<file path="src/rtl/seq_div_pkg.sv">
`default_nettype none
// ============================================================================
// Module      : seq_div_pkg
// Description : Shared constants for the sequential restoring divider:
//               default operand width and FSM state encodings.
// Revision    : 1.0 - initial release
// ============================================================================
package seq_div_pkg;

  localparam int DEFAULT_WIDTH = 4;

  typedef logic [1:0] state_t;

  localparam state_t ST_IDLE = 2'd0;
  localparam state_t ST_CALC = 2'd1;
  localparam state_t ST_DONE = 2'd2;

endpackage
`default_nettype wire

</file>
<file path="src/rtl/seq_bin_divider_comb_sub_stage.sv">
`default_nettype none
// ============================================================================
// Module      : comb_sub_stage
// Description : Combinational (WIDTH+1)-bit trial subtractor for one
//               restoring-division step.
// Ports       : minuend    in  [WIDTH:0]    shifted partial remainder
//               subtrahend in  [WIDTH-1:0]  latched divisor
//               diff       out [WIDTH:0]    minuend - {0,subtrahend}
//               negative   out              borrow (trial result < 0)
// Revision    : 1.0 - initial release
// ============================================================================
module comb_sub_stage #(
  parameter int WIDTH = 4
) (
  input  logic [WIDTH:0]   minuend,
  input  logic [WIDTH-1:0] subtrahend,
  output logic [WIDTH:0]   diff,
  output logic             negative
);

  // One extra bit on top captures the borrow out of the subtraction.
  logic [WIDTH+1:0] full_diff;

  assign full_diff = {1'b0, minuend} - {2'b00, subtrahend};
  assign diff      = full_diff[WIDTH:0];
  assign negative  = full_diff[WIDTH+1];

endmodule
`default_nettype wire

</file>
<file path="src/rtl/seq_bin_divider.sv">
`default_nettype none
// ============================================================================
// Module      : seq_bin_divider
// Description : Sequential unsigned restoring divider, one quotient bit per
//               clock. Results appear with a one-cycle done pulse and hold
//               until the next accepted start.
// Config      : SEQ_BIN_DIVIDER_DIV_ZERO_EN - when defined, a zero divisor
//               bypasses the iteration and flags div_zero with a
//               single-cycle latency.
// Ports       : clk        in   clock, rising edge
//               rst_n      in   synchronous active-low reset
//               start      in   begin a division (ignored while busy)
//               dividend   in   [WIDTH-1:0] unsigned dividend
//               divisor    in   [WIDTH-1:0] unsigned divisor
//               quotient   out  [WIDTH-1:0] result, valid from done
//               remainder  out  [WIDTH-1:0] result, valid from done
//               busy       out  high during iteration cycles
//               done       out  one-cycle result-valid pulse
//               div_zero   out  divisor-was-zero flag, valid with done
// Revision    : 1.0 - initial release
// ============================================================================
module seq_bin_divider
  import seq_div_pkg::*;
#(
  parameter int WIDTH = DEFAULT_WIDTH
) (
  input  logic             clk,
  input  logic             rst_n,
  input  logic             start,
  input  logic [WIDTH-1:0] dividend,
  input  logic [WIDTH-1:0] divisor,
  output logic [WIDTH-1:0] quotient,
  output logic [WIDTH-1:0] remainder,
  output logic             busy,
  output logic             done,
  output logic             div_zero
);

  localparam int CW = $clog2(WIDTH + 1);

  state_t           state;
  state_t           state_next;
  logic [WIDTH:0]   p_reg;
  logic [WIDTH-1:0] q_reg;
  logic [WIDTH-1:0] d_reg;
  logic [CW-1:0]    cnt;
  logic             div_zero_reg;

  logic             accept;
  logic             zero_skip;
  logic [WIDTH:0]   p_shift;
  logic [WIDTH-1:0] q_shift;
  logic [WIDTH:0]   trial;
  logic             trial_neg;

  // Starts arriving mid-iteration are dropped so operands are never clobbered.
  assign accept = start && (state != ST_CALC);

`ifdef SEQ_BIN_DIVIDER_DIV_ZERO_EN
  assign zero_skip = (divisor == '0);
`else
  assign zero_skip = 1'b0;
`endif

  // {P,Q} shifted left by one; the old MSB of P is always 0 because the
  // restoring step keeps P < D.
  assign p_shift = {p_reg[WIDTH-1:0], q_reg[WIDTH-1]};
  assign q_shift = {q_reg[WIDTH-2:0], 1'b0};

  comb_sub_stage #(
    .WIDTH (WIDTH)
  ) u_sub (
    .minuend    (p_shift),
    .subtrahend (d_reg),
    .diff       (trial),
    .negative   (trial_neg)
  );

  // State register
  always_ff @(posedge clk) begin
    if (!rst_n) begin
      state <= ST_IDLE;
    end else begin
      state <= state_next;
    end
  end

  // Next-state logic
  always_comb begin
    state_next = state;
    case (state)
      ST_IDLE: begin
        if (accept) state_next = zero_skip ? ST_DONE : ST_CALC;
      end
      ST_CALC: begin
        if (cnt == CW'(1)) state_next = ST_DONE;
      end
      ST_DONE: begin
        if (accept) state_next = zero_skip ? ST_DONE : ST_CALC;
        else        state_next = ST_IDLE;
      end
      default: state_next = ST_IDLE;
    endcase
  end

  // Output decode
  always_comb begin
    busy = 1'b0;
    done = 1'b0;
    case (state)
      ST_CALC: busy = 1'b1;
      ST_DONE: done = 1'b1;
      default: ;
    endcase
  end

  // Datapath
  always_ff @(posedge clk) begin
    if (!rst_n) begin
      p_reg        <= '0;
      q_reg        <= '0;
      d_reg        <= '0;
      cnt          <= '0;
      div_zero_reg <= 1'b0;
    end else if (accept) begin
      d_reg        <= divisor;
      div_zero_reg <= zero_skip;
      if (zero_skip) begin
        // Same result the iteration would produce, available immediately.
        p_reg <= {1'b0, dividend};
        q_reg <= '1;
        cnt   <= '0;
      end else begin
        p_reg <= '0;
        q_reg <= dividend;
        cnt   <= CW'(WIDTH);
      end
    end else if (state == ST_CALC) begin
      if (trial_neg) begin
        p_reg <= p_shift;
        q_reg <= q_shift;
      end else begin
        p_reg <= trial;
        q_reg <= {q_shift[WIDTH-1:1], 1'b1};
      end
      cnt <= cnt - CW'(1);
    end
  end

  assign quotient  = q_reg;
  assign remainder = p_reg[WIDTH-1:0];
  assign div_zero  = div_zero_reg;

  logic unused_p_msb;
  assign unused_p_msb = p_reg[WIDTH];

endmodule
`default_nettype wire

</file>
<file path="config.mk">
export PLATFORM = sky130hd
export DESIGN_NAME = seq_bin_divider
export DESIGN_NICKNAME = d
export VERILOG_FILES = /design/src/rtl/seq_div_pkg.sv /design/src/rtl/seq_bin_divider_comb_sub_stage.sv /design/src/rtl/seq_bin_divider.sv
export SDC_FILE = /design/constraint.sdc
export NUM_CORES = 1
export LEC_CHECK = 0
export CAP_MARGIN = 40
export CORE_MARGIN = 2
export CORE_UTILIZATION = 40
export CTS_CLUSTER_DIAMETER = 100
export DETAILED_ROUTE_END_ITERATION = 6
export GPL_TIMING_DRIVEN = 0
export PLACE_DENSITY = 0.69
export SYNTH_ARGS = -nofsm -noshare
export SYNTH_HDL_FRONTEND = slang
export SYNTH_SLANG_ARGS = --single-unit
export TNS_END_PERCENT = 20
</file>
<file path="constraint.sdc">
create_clock -name clk -period 1.7 [get_ports clk]
set_clock_uncertainty 0.2 [all_clocks]
set_input_delay 0.51 -clock clk [delete_from_list [all_inputs] [get_ports clk]]
set_output_delay 0.51 -clock clk [all_outputs]
set_load 0.1 [all_outputs]
</file>
==> run summary, run 1 <==
Status - finished, violations left
Failing checks - negative setup slack
CP endpoint kind - output pin
Grt total ovfl - 0
Worst reg2reg path endpoint - p_reg[1]
CTS H-tree lvls - 1
Class of the worst hold path - reg2reg
Final Cycle Share - 1.061
CTS tree - built
Internal power - 0.7781 mW
HPWL Detailed - 1703 um
First-pass GRT wire length - 3712 um
# placed instances - 167
Pwr per Cell Area - 852.5 nW/um2
Initial core utilization - 0.4259
Slack of the critical path - -0.1034 ns
RSZ-0062 raised after global routing - true
Non-filler cells, final - 173
Die W - 52.53 um
Top Ports - 22
R2r worst-path depth - 6
Critical path data arrival time - 1.09 ns
Most frequent cells in the layout - buf_12 (10), nor2_1 (9), nand2_1 (9), dfxtp_2 (8), clkdlybuf4s50_1 (8)
Post-Route WL - 2331 um
Max VDD drop - 544.4 uV
Synth Register Bits - 17
Net Sw Power - 0.4955 mW
Required @ worst endpoint - 0.99 ns
Cell Area, Synth - 942.2 um2
Cell Chain, Critical Path - nand2b_4, inv_4, buf_6, buf_12
Critical path depth - 4
Vias per std cell - 5.254
Avg WL per Cell - 13.47 um
Final Slew Violations - 0
CP max-delay cell - dfxtp_2
Die height - 52.53 um
Top delay family on crit path - flip-flops
Clock buffer depth - 2
Detailed Routing Iterations Pass 1 - 4
Gr usage total - 0.1821
Startpoint types - register
Die area - 2759 um2
Internal reg-to-reg setup slack - -0.05 ns
Max Cap Viol - 0
Commonest non-fill, non-tap cell in the layout - buf_12
DRC viols - 0
Antenna Nets Post-Route - 0
Placer Congestion - 0.8202
Worst r2r src - d_reg[1]
Clock slew at reported path FFs - 0.10 ns
Clock sink count - 17
Syn nets - 127
1st-iter DRT viols - 6
Vias in the first global route - 878
PortBufs - 20
Mapped Cells - 109
Final net count - 164
Worst Path Max Fanout - 4
Sw Share - 0.3890
Clock share of power - 0.170
Netlist cell types - 38
CP peak stage delay - 0.33 ns
Number of CTS-inserted buffers - 3
Leakage - 0.6359 nW
Clock latency on the worst-skew pair - 0.28 ns
Critical path buffers and inverters - 3
FMAX - 554.5 MHz
Worst setup path endpoint - busy
Placed Area - 1366 um2
Logic pwr share - 0.461
Final Hold Fails - 0
Core area - 2212 um2
Rows - 17
Setup violators final - 2
Critical setup path kind - reg2out
Register area share after synthesis - 0.3612
HP Start - d_reg[2]
Share of layout cells above drive strength 1 - 0.4207
Syn_area_per_cell - 8.644 um2
Final instance area - 1494 um2
Initial antenna violation count - 0
Reg power frac - 0.369
P&R area growth vs syn - 58.57%
Antenna diode count - 0
Fin crit period - 1.803 ns
Via Count - 909
Hold buffers post-CTS - 0
Beginning of the critical path - state[1]
CTS root buf - clkbuf_4
Pin count of the biggest net entering global routing - 11
Yosys warning total - 0
cells in the mapped netlist:
cell type  instances  area share
nor4_1             3       0.020
o211ai_1           1      0.0080
inv_1              9       0.036
nor2b_4            1       0.015
nand2_1            9       0.036
o21ai_1            1      0.0053
o2111ai_1          1      0.0093
o21a_2             1      0.0093
nor2_1             9       0.036
conb_1             1      0.0040
buf_4              2       0.016
clkinv_1           1      0.0040
o21ai_2            1      0.0093
a31oi_1            2       0.013
o211a_1            2       0.021
and2_1             1      0.0066
o31a_2             1       0.011
a211oi_1           2       0.016
a21oi_1            7       0.037
or2_2              1      0.0066
o31ai_4            1       0.023
a311oi_2           1       0.016
xor2_1             1      0.0093
clkbuf_1           1      0.0040
buf_2              3       0.016
a311oi_1           2       0.019
dfxtp_1           17        0.36
fa_1               1       0.021
nand3_1            6       0.032
ha_1               6       0.080
nand2b_1           1      0.0066
nor2b_1            4       0.027
and3_1             1      0.0066
nor4b_1            1      0.0093
o21ai_0            3       0.016
mux2i_1            2       0.021
o21a_1             1      0.0080
o22ai_1            1      0.0066
cells by family after synthesis:
group                    count (synthesis)  synth area share
multiplexers                             2           0.02125
flip-flops                              17            0.3612
AO/OA/AOI/OAI                           28            0.2271
adder cells (fa/ha/maj)                  7            0.1009
buffers and inverters                   16           0.07568
AND/OR/NAND/NOR                         37            0.2005
XOR/XNOR                                 1          0.009298
other                                    1          0.003980
worst min path at each step:
stage               slack, ns  depth (start not counted)        to
floorplan                0.24                          2  d_reg[1]
finish                   0.27                          2  d_reg[2]
detailed placement       0.26                          2  d_reg[1]
global route             0.30                          2  d_reg[2]
global placement         0.25                          2  d_reg[3]
CTS                      0.27                          2  d_reg[1]
per-stage QoR:
step	power, mW	utilization	hold WS, ns	TNS, ns	setup slack (ns)
floorplan	0.8261	-	0.2363	-0.3567	-0.1218
global placement	0.9305	0.5498	0.2501	-9.691	-0.8727
detailed placement	1.003	0.6176	0.2610	-5.722	-0.4527
CTS	1.232	0.6352	0.2697	-0.4177	-0.3008
global route	1.337	0.6753	0.2972	-0.4637	-0.1528
finish	1.274	0.6753	0.2709	-0.1504	-0.1034
worst min-delay path: stages (launching register included):
cell and delay (ns):
dfxtp_2 0.33, nand2_1 0.05, a21oi_1 0.05
layout make-up:
| class | instances | area [um2] |
|---|---|---|
| plain buffers | 6 | 41.29 |
| clock buffers | 4 | 26.28 |
| fillers | 191 | 718.2 |
| inverters | 10 | 45.04 |
| multi-input cells | 76 | 590.6 |
| flip-flops and latches | 17 | 365.4 |
| well taps | 28 | 35.03 |
| repair buffers | 32 | 390.4 |
power groups by stage:
stage / registers (mW) / logic [mW] / clock network, mW
2_1_floorplan: 0.594 / 0.232 / 0
3_3_place_gp: 0.470 / 0.460 / 0
3_5_place_dp: 0.473 / 0.530 / 0
4_1_cts: 0.465 / 0.545 / 0.223
5_1_grt: 0.475 / 0.624 / 0.239
6_report: 0.470 / 0.587 / 0.217
repair_timing:
action	4_1_cts	5_1_grt
setup buffers	1	4
pin swaps	2	3
endpoints found under the setup margin	22	11
hold endpoints to repair	0	0
gates resized for setup	51	15
routing by layer:
| metal | wire [um] | part of all wire | up-vias | global-route usage |
|---|---|---|---|---|
| met5 | 0 | 0 | - | 0 |
| met4 | 14 | 0.0060 | 0 | 0.06410 |
| met3 | 80 | 0.034 | 2 | 0.01714 |
| met2 | 1230 | 0.53 | 25 | 0.3271 |
| met1 | 1005 | 0.43 | 429 | 0.2232 |
| li1 | - | - | 453 | - |
(Power assumes the default switching activity.)
==> run 2, diff against run 1 <==
- CELL_PAD_IN_SITES_DETAIL_PLACEMENT: not set -> 0
- CELL_PAD_IN_SITES_GLOBAL_PLACEMENT: not set -> 1
- CORE_ASPECT_RATIO: not set -> 0.5
- CORE_UTILIZATION: 40 -> 32
- PLACE_DENSITY: 0.69 -> not set
- PLACE_DENSITY_LB_ADDON: not set -> 0.1
==> run summary, run 2 (synthesis results as in run 1) <==
Share of layout cells above drive strength 1 - 0.4305 (+0.009774)
Clock slew at reported path FFs - 0.07 ns (-0.03 ns)
Die area - 3421 um2 (+24%)
Gr usage total - 0.1596 (-0.02251)
Status - finished, violations left
Critical path buffers and inverters - 4 (+1)
Clock buffer depth - 2 (unchanged)
Setup violators final - 5 (+3)
Total power - 1.399 mW (+9.8%)
Placer Congestion - 0.7264 (-11%)
Antenna diode count - 0 (unchanged)
Die W - 80.74 um (+54%)
Startpoint types - register
Filler instances - 276 (+45%)
Required @ worst endpoint - 0.99 ns (about the same)
Vias in the first global route - 815 (-7.2%)
Vias per std cell - 4.894 (-6.9%)
Via Count - 920 (+1.2%)
Antenna Nets Post-Route - 0 (unchanged)
Pin count of the biggest net entering global routing - 11 (unchanged)
Worst r2r src - d_reg[1]
Fin crit period - 1.841 ns (+0.03714 ns)
First-pass GRT wire length - 4050 um (+9.1%)
Leakage - 0.6615 nW (+4.0%)
CTS root buf - clkbuf_8
Post-Route WL - 2532 um (+8.6%)
HPWL Detailed - 1730 um (+1.6%)
Die height - 42.37 um (-19%)
Detailed Routing Iterations Pass 1 - 4 (unchanged)
Cell Chain, Critical Path - nand2b_4, inv_4, buf_6, buf_6, buf_12
Hold Crit Depth - 2 (unchanged)
Sw Share - 0.3775 (-0.01153)
RSZ-0062 raised after global routing - true
Reg power frac - 0.334 (-0.035)
DRC viols - 0 (unchanged)
Final net count - 170 (+3.7%)
Max Cap Viol - 0 (unchanged)
Worst reg2reg path endpoint - p_reg[0]
Final Hold Fails - 0 (unchanged)
Net Sw Power - 0.5279 mW (+6.6%)
CP max-delay cell - dfxtp_2
Internal reg-to-reg setup slack - -0.07 ns (-0.02 ns)
Internal power - 0.8706 mW (+12%)
Failing checks - negative setup slack
Top delay family on crit path - buffers and inverters
Initial core utilization - 0.3489 (-0.07697)
Core area - 2700 um2 (+22%)
R2r worst-path depth - 7 (+1)
1st-iter DRT viols - 46 (+40)
HP Start - d_reg[2]
Initial antenna violation count - 0 (unchanged)
Most frequent cells in the layout - buf_2 (10), buf_4 (10), buf_12 (10), nor2_1 (9), nand2_1 (9)
Critical path data arrival time - 1.13 ns (+0.04 ns)
CTS tree - built
Critical setup path kind - reg2out
Hold Path End - d_reg[2]
PortBufs - 20 (unchanged)
Final Slew Violations - 0 (unchanged)
Grt total ovfl - 0 (unchanged)
Avg WL per Cell - 13.47 um (about the same)
CP endpoint kind - output pin
Clock sink count - 17 (unchanged)
CTS H-tree lvls - 1 (unchanged)
Clock latency on the worst-skew pair - 0.25 ns (-0.03 ns)
P&R area growth vs syn - 65.60%
Number of CTS-inserted buffers - 3 (unchanged)
Pwr per Cell Area - 896.3 nW/um2 (+5.1%)
Logic pwr share - 0.444 (-0.017)
Clock share of power - 0.222 (+0.052)
Final Cycle Share - 1.083 (+0.02185)
Most frequent CP cell - buf_6
Rows - 13 (-4)
Max VDD drop - 437.0 uV (-20%)
# placed instances - 176 (+5.4%)
Non-filler cells, final - 188 (+8.7%)
Class of the worst hold path - reg2reg
FMAX - 543.3 MHz (-2.0%)
CP peak stage delay - 0.32 ns (about the same)
Worst Path Max Fanout - 5 (+1)
Slack of the critical path - -0.1406 ns (-0.03714 ns)
Top Ports - 22 (unchanged)
==> run 2: worst max path at each step <==
| stage | start | end | cells after the start |
|---|---|---|---|
| global route | state[1] | busy | 5 |
| floorplan | quotient[3] | p_reg[2] | 7 |
| finish | state[1] | busy | 5 |
| CTS | state[1] | busy | 5 |
| global placement | state[0] | busy | 4 |
| detailed placement | state[0] | busy | 5 |
==> run 2: layer usage <==
layer | global-route usage | part of all wire
met1 | 0.2240 | 0.49
met2 | 0.2350 | 0.46
met3 | 0.05819 | 0.038
met4 | 0.03051 | 0.0039
met5 | 0 | 0
==> run 2: worst reg2reg max path, cell delays in order, from the launching register on <==
cell and delay (ns):
dfxtp_2 0.34, inv_2 0.05, ha_1 0.27, nor2b_4 0.14
o31ai_4 0.27, buf_4 0.16, nand2_1 0.04, a311oi_1 0.21
==> run 2: area by class of cell <==
class	count	area [um2]	share of cell area
plain buffers	6	45.04	0.02887
repair buffers	38	416.7	0.2670
clock buffers	4	45.04	0.02887
multi-input cells	76	598.1	0.3833
flip-flops and latches	17	366.6	0.2350
well taps	37	46.29	0.02967
inverters	10	42.54	0.02727
==> run 2: timing repair <==
item	in CTS	in global routing
endpoints found under the setup margin	24	8
hold buffers	0	0
pin swaps	1	2
gates resized for setup	56	13
setup buffers	3	6
==> run 2: metrics by stage <==
| stage | setup WS, ns | hold slack [ns] | TNS, ns | cell area [um2] | util |
|---|---|---|---|---|---|
| 3_5_place_dp | -0.4649 | 0.2503 | -5.891 | 1378 | 0.5102 |
| 3_3_place_gp | -0.8866 | 0.2491 | -10.43 | 1227 | 0.4546 |
| 2_1_floorplan | -0.1218 | 0.2363 | -0.3567 | 980.9 | - |
| 5_1_grt | -0.1897 | 0.2743 | -0.6257 | 1560 | 0.5779 |
| 4_1_cts | -0.3436 | 0.2604 | -0.4851 | 1498 | 0.5547 |
| 6_report | -0.1406 | 0.2595 | -0.3044 | 1560 | 0.5779 |
==> run 2: power groups by stage <==
stage / Clock [mW] / Combinational (mW) / Sequential, mW
6_report: 0.311 / 0.621 / 0.467
5_1_grt: 0.339 / 0.660 / 0.473
4_1_cts: 0.319 / 0.570 / 0.465
3_5_place_dp: 0 / 0.530 / 0.472
3_3_place_gp: 0 / 0.469 / 0.472
2_1_floorplan: 0 / 0.232 / 0.594
==> run 3, diff against run 2 <==
- GPL_ROUTABILITY_DRIVEN: not set -> 0
==> results of run 3 <==
Same layout as run 2: the final DEF is identical, and so are final timing and power.
==> patch: new RTL, flow settings as in run 3 <==
Build with the macro `SEQ_BIN_DIVIDER_DIV_ZERO_EN` defined.
--- a/src/rtl/seq_bin_divider.sv
+++ b/src/rtl/seq_bin_divider.sv
@@ -19,6 +19,8 @@
 //               div_zero   out  divisor-was-zero flag, valid with done
 // Revision    : 1.0 - initial release
 // ============================================================================
+`define SEQ_BIN_DIVIDER_DIV_ZERO_EN
+
 module seq_bin_divider
   import seq_div_pkg::*;
 #(
Behaviour: not the same (Yosys sat finds a counterexample within 4 cycles, from zero or initial values and one cycle with rst_n low).
==> patch against run 3 <==
  * The run still ends with setup timing left
  * Routed wire length grew 29%
  * Clock power grew 16%
  * Combinational power shrank 6.6%
  * Area after synthesis grew 15%
  * Critical path depth grew 1
  * Via count grew 19%
  * Critical path type is now reg2reg
  * Worst hold slack lost 1.4 ps
  * Power grew 2.3%
  * Highest routed layer unchanged
  * Sequential cell count grew 1
  * Core utilization shrank 2.6 points
  * Synthesized cell count grew 17%
  * Count of clock-buffer cells in the layout is the same
  * Final area grew 10%
  * Setup slack lost 130 ps
==> patch: results <==
synthesis:
  syn_area_per_cell_um2: 8.465
  netlist_top_cells_area: "dfxtp_1 33%, a21boi_0 7.6%, ha_1 6.9%"
  synth-seq-area-share: 0.3326
  yosysUniqueCellTypes: 35
  synth.top_cells.by_count: "18 x dfxtp_1, 11 x a21boi_0, 11 x nand2_1"
  synth_fp_nets: 146
critical_path:
  cp_max_fo: 8
  cp_top_family: "compound AO/OA/AOI/OAI gates"
  crit_start: "d_reg[1]$_SDFFE_PN0N_"
  slowest_delay_ps: 350
  rr_endpoint: "p_reg[1]$_SDFFE_PN0P_"
  arrival_ps: 1920
  r2r_cells: 6
finish:
  final_cell_count_no_fill: 209
  num-nets-final: 188
  drive_gt1_frac: 0.3846
drt:
  routed-via-count: 1097
  wirelength_um: 3255
  route.met2.wl_um: 1400
  met3_length_um: 100
  drt_iter0_markers: 49
  routed.top_layer: "met4"
  wl_met1_um: 1711
cts:
  post_cts_buffers: 4
  cts_resized: 74
sta:
  finalHoldWorstSlack_ps: 258.0
  finalSetupViolCount: 4
  fin_setup_tns_ps: -898.9
  tightest_slew_ps: 490.9
  layout_setup_ws_ps: -272.6
pwr:
  leakagePower_nw: 0.6831
  switching_share: 0.3624
  vdd_drop_max_v: 0.0003880
placement:
  dp_hpwl_um: 2280
  pre_cts_slack_ps: -828.9
  dpl_cell_area_um2: 1526
  dp_cells: 199
grt:
  use_met1: 0.2783
  grt_pass1_wl_um: 5416
  grtUsageTotal: 0.1871
  antenna_found_initial: 0
  gr-usage-met2: 0.2667
  grt_use_met3: 0.04570
status:
  violations: "setup timing"
  outcome: "complete, but fails checks"
min_path:
  min_to: "div_zero$_SDFFE_PN0N_"
  min_from: "div_zero$_SDFFE_PN0N_"
## patch: cell types whose count changed in the layout (fill, tap and decap cells not counted), moves of 3 or more
cell	before	now
nor2_1	9	5
a21oi_1	7	3
buf_4	10	7
o221ai_1	0	4
a21boi_0	0	10
clkdlybuf4s50_1	8	4
o21a_1	1	4
nor3_1	0	3
nand2b_1	0	6
## patch: power by group through the flow
stage	combinational, mW	clock, mW	sequential (mW)
3_5_place_dp	0.519	0	0.495
6_report	0.580	0.361	0.489
3_3_place_gp	0.449	0	0.496
5_1_grt	0.615	0.389	0.494
2_1_floorplan	0.220	0	0.607
4_1_cts	0.556	0.370	0.488
## patch: how the worst max path moves through the flow
stage                                       end  slack [ps]  depth (start not counted)
after floorplan           p_reg[1]$_SDFFE_PN0P_        -430                          5
after global placement                     busy       -1140                          5
after detailed placement  p_reg[1]$_SDFFE_PN0P_        -830                          6
after CTS                                  busy        -310                          6
after global routing      p_reg[1]$_SDFFE_PN0P_        -310                          6
final                     p_reg[1]$_SDFFE_PN0P_        -270                          6
## patch: area by class of cell
type | count | area, um2
Sequential cell | 18 | 381.6
Multi-Input combinational cell | 91 | 698.2
Buffer | 10 | 73.82
Inverter | 9 | 38.79
Clock buffer | 4 | 55.05
Fill cell | 302 | 1399
Timing Repair Buffer | 37 | 421.7
Tap cell | 40 | 50.05
## patch: kinds of logic (layout without fill, tap and decap cells)
family / after synthesis / count (layout) / synth area share
buf+inv: 19 / 60 / 0.07505
fa+ha+maj: 7 / 7 / 0.08776
flops: 18 / 18 / 0.3326
xor+xnor: 1 / 1 / 0.008085
simple gates: 42 / 42 / 0.1998
compound gates: 40 / 40 / 0.2864
mux: 1 / 1 / 0.01039
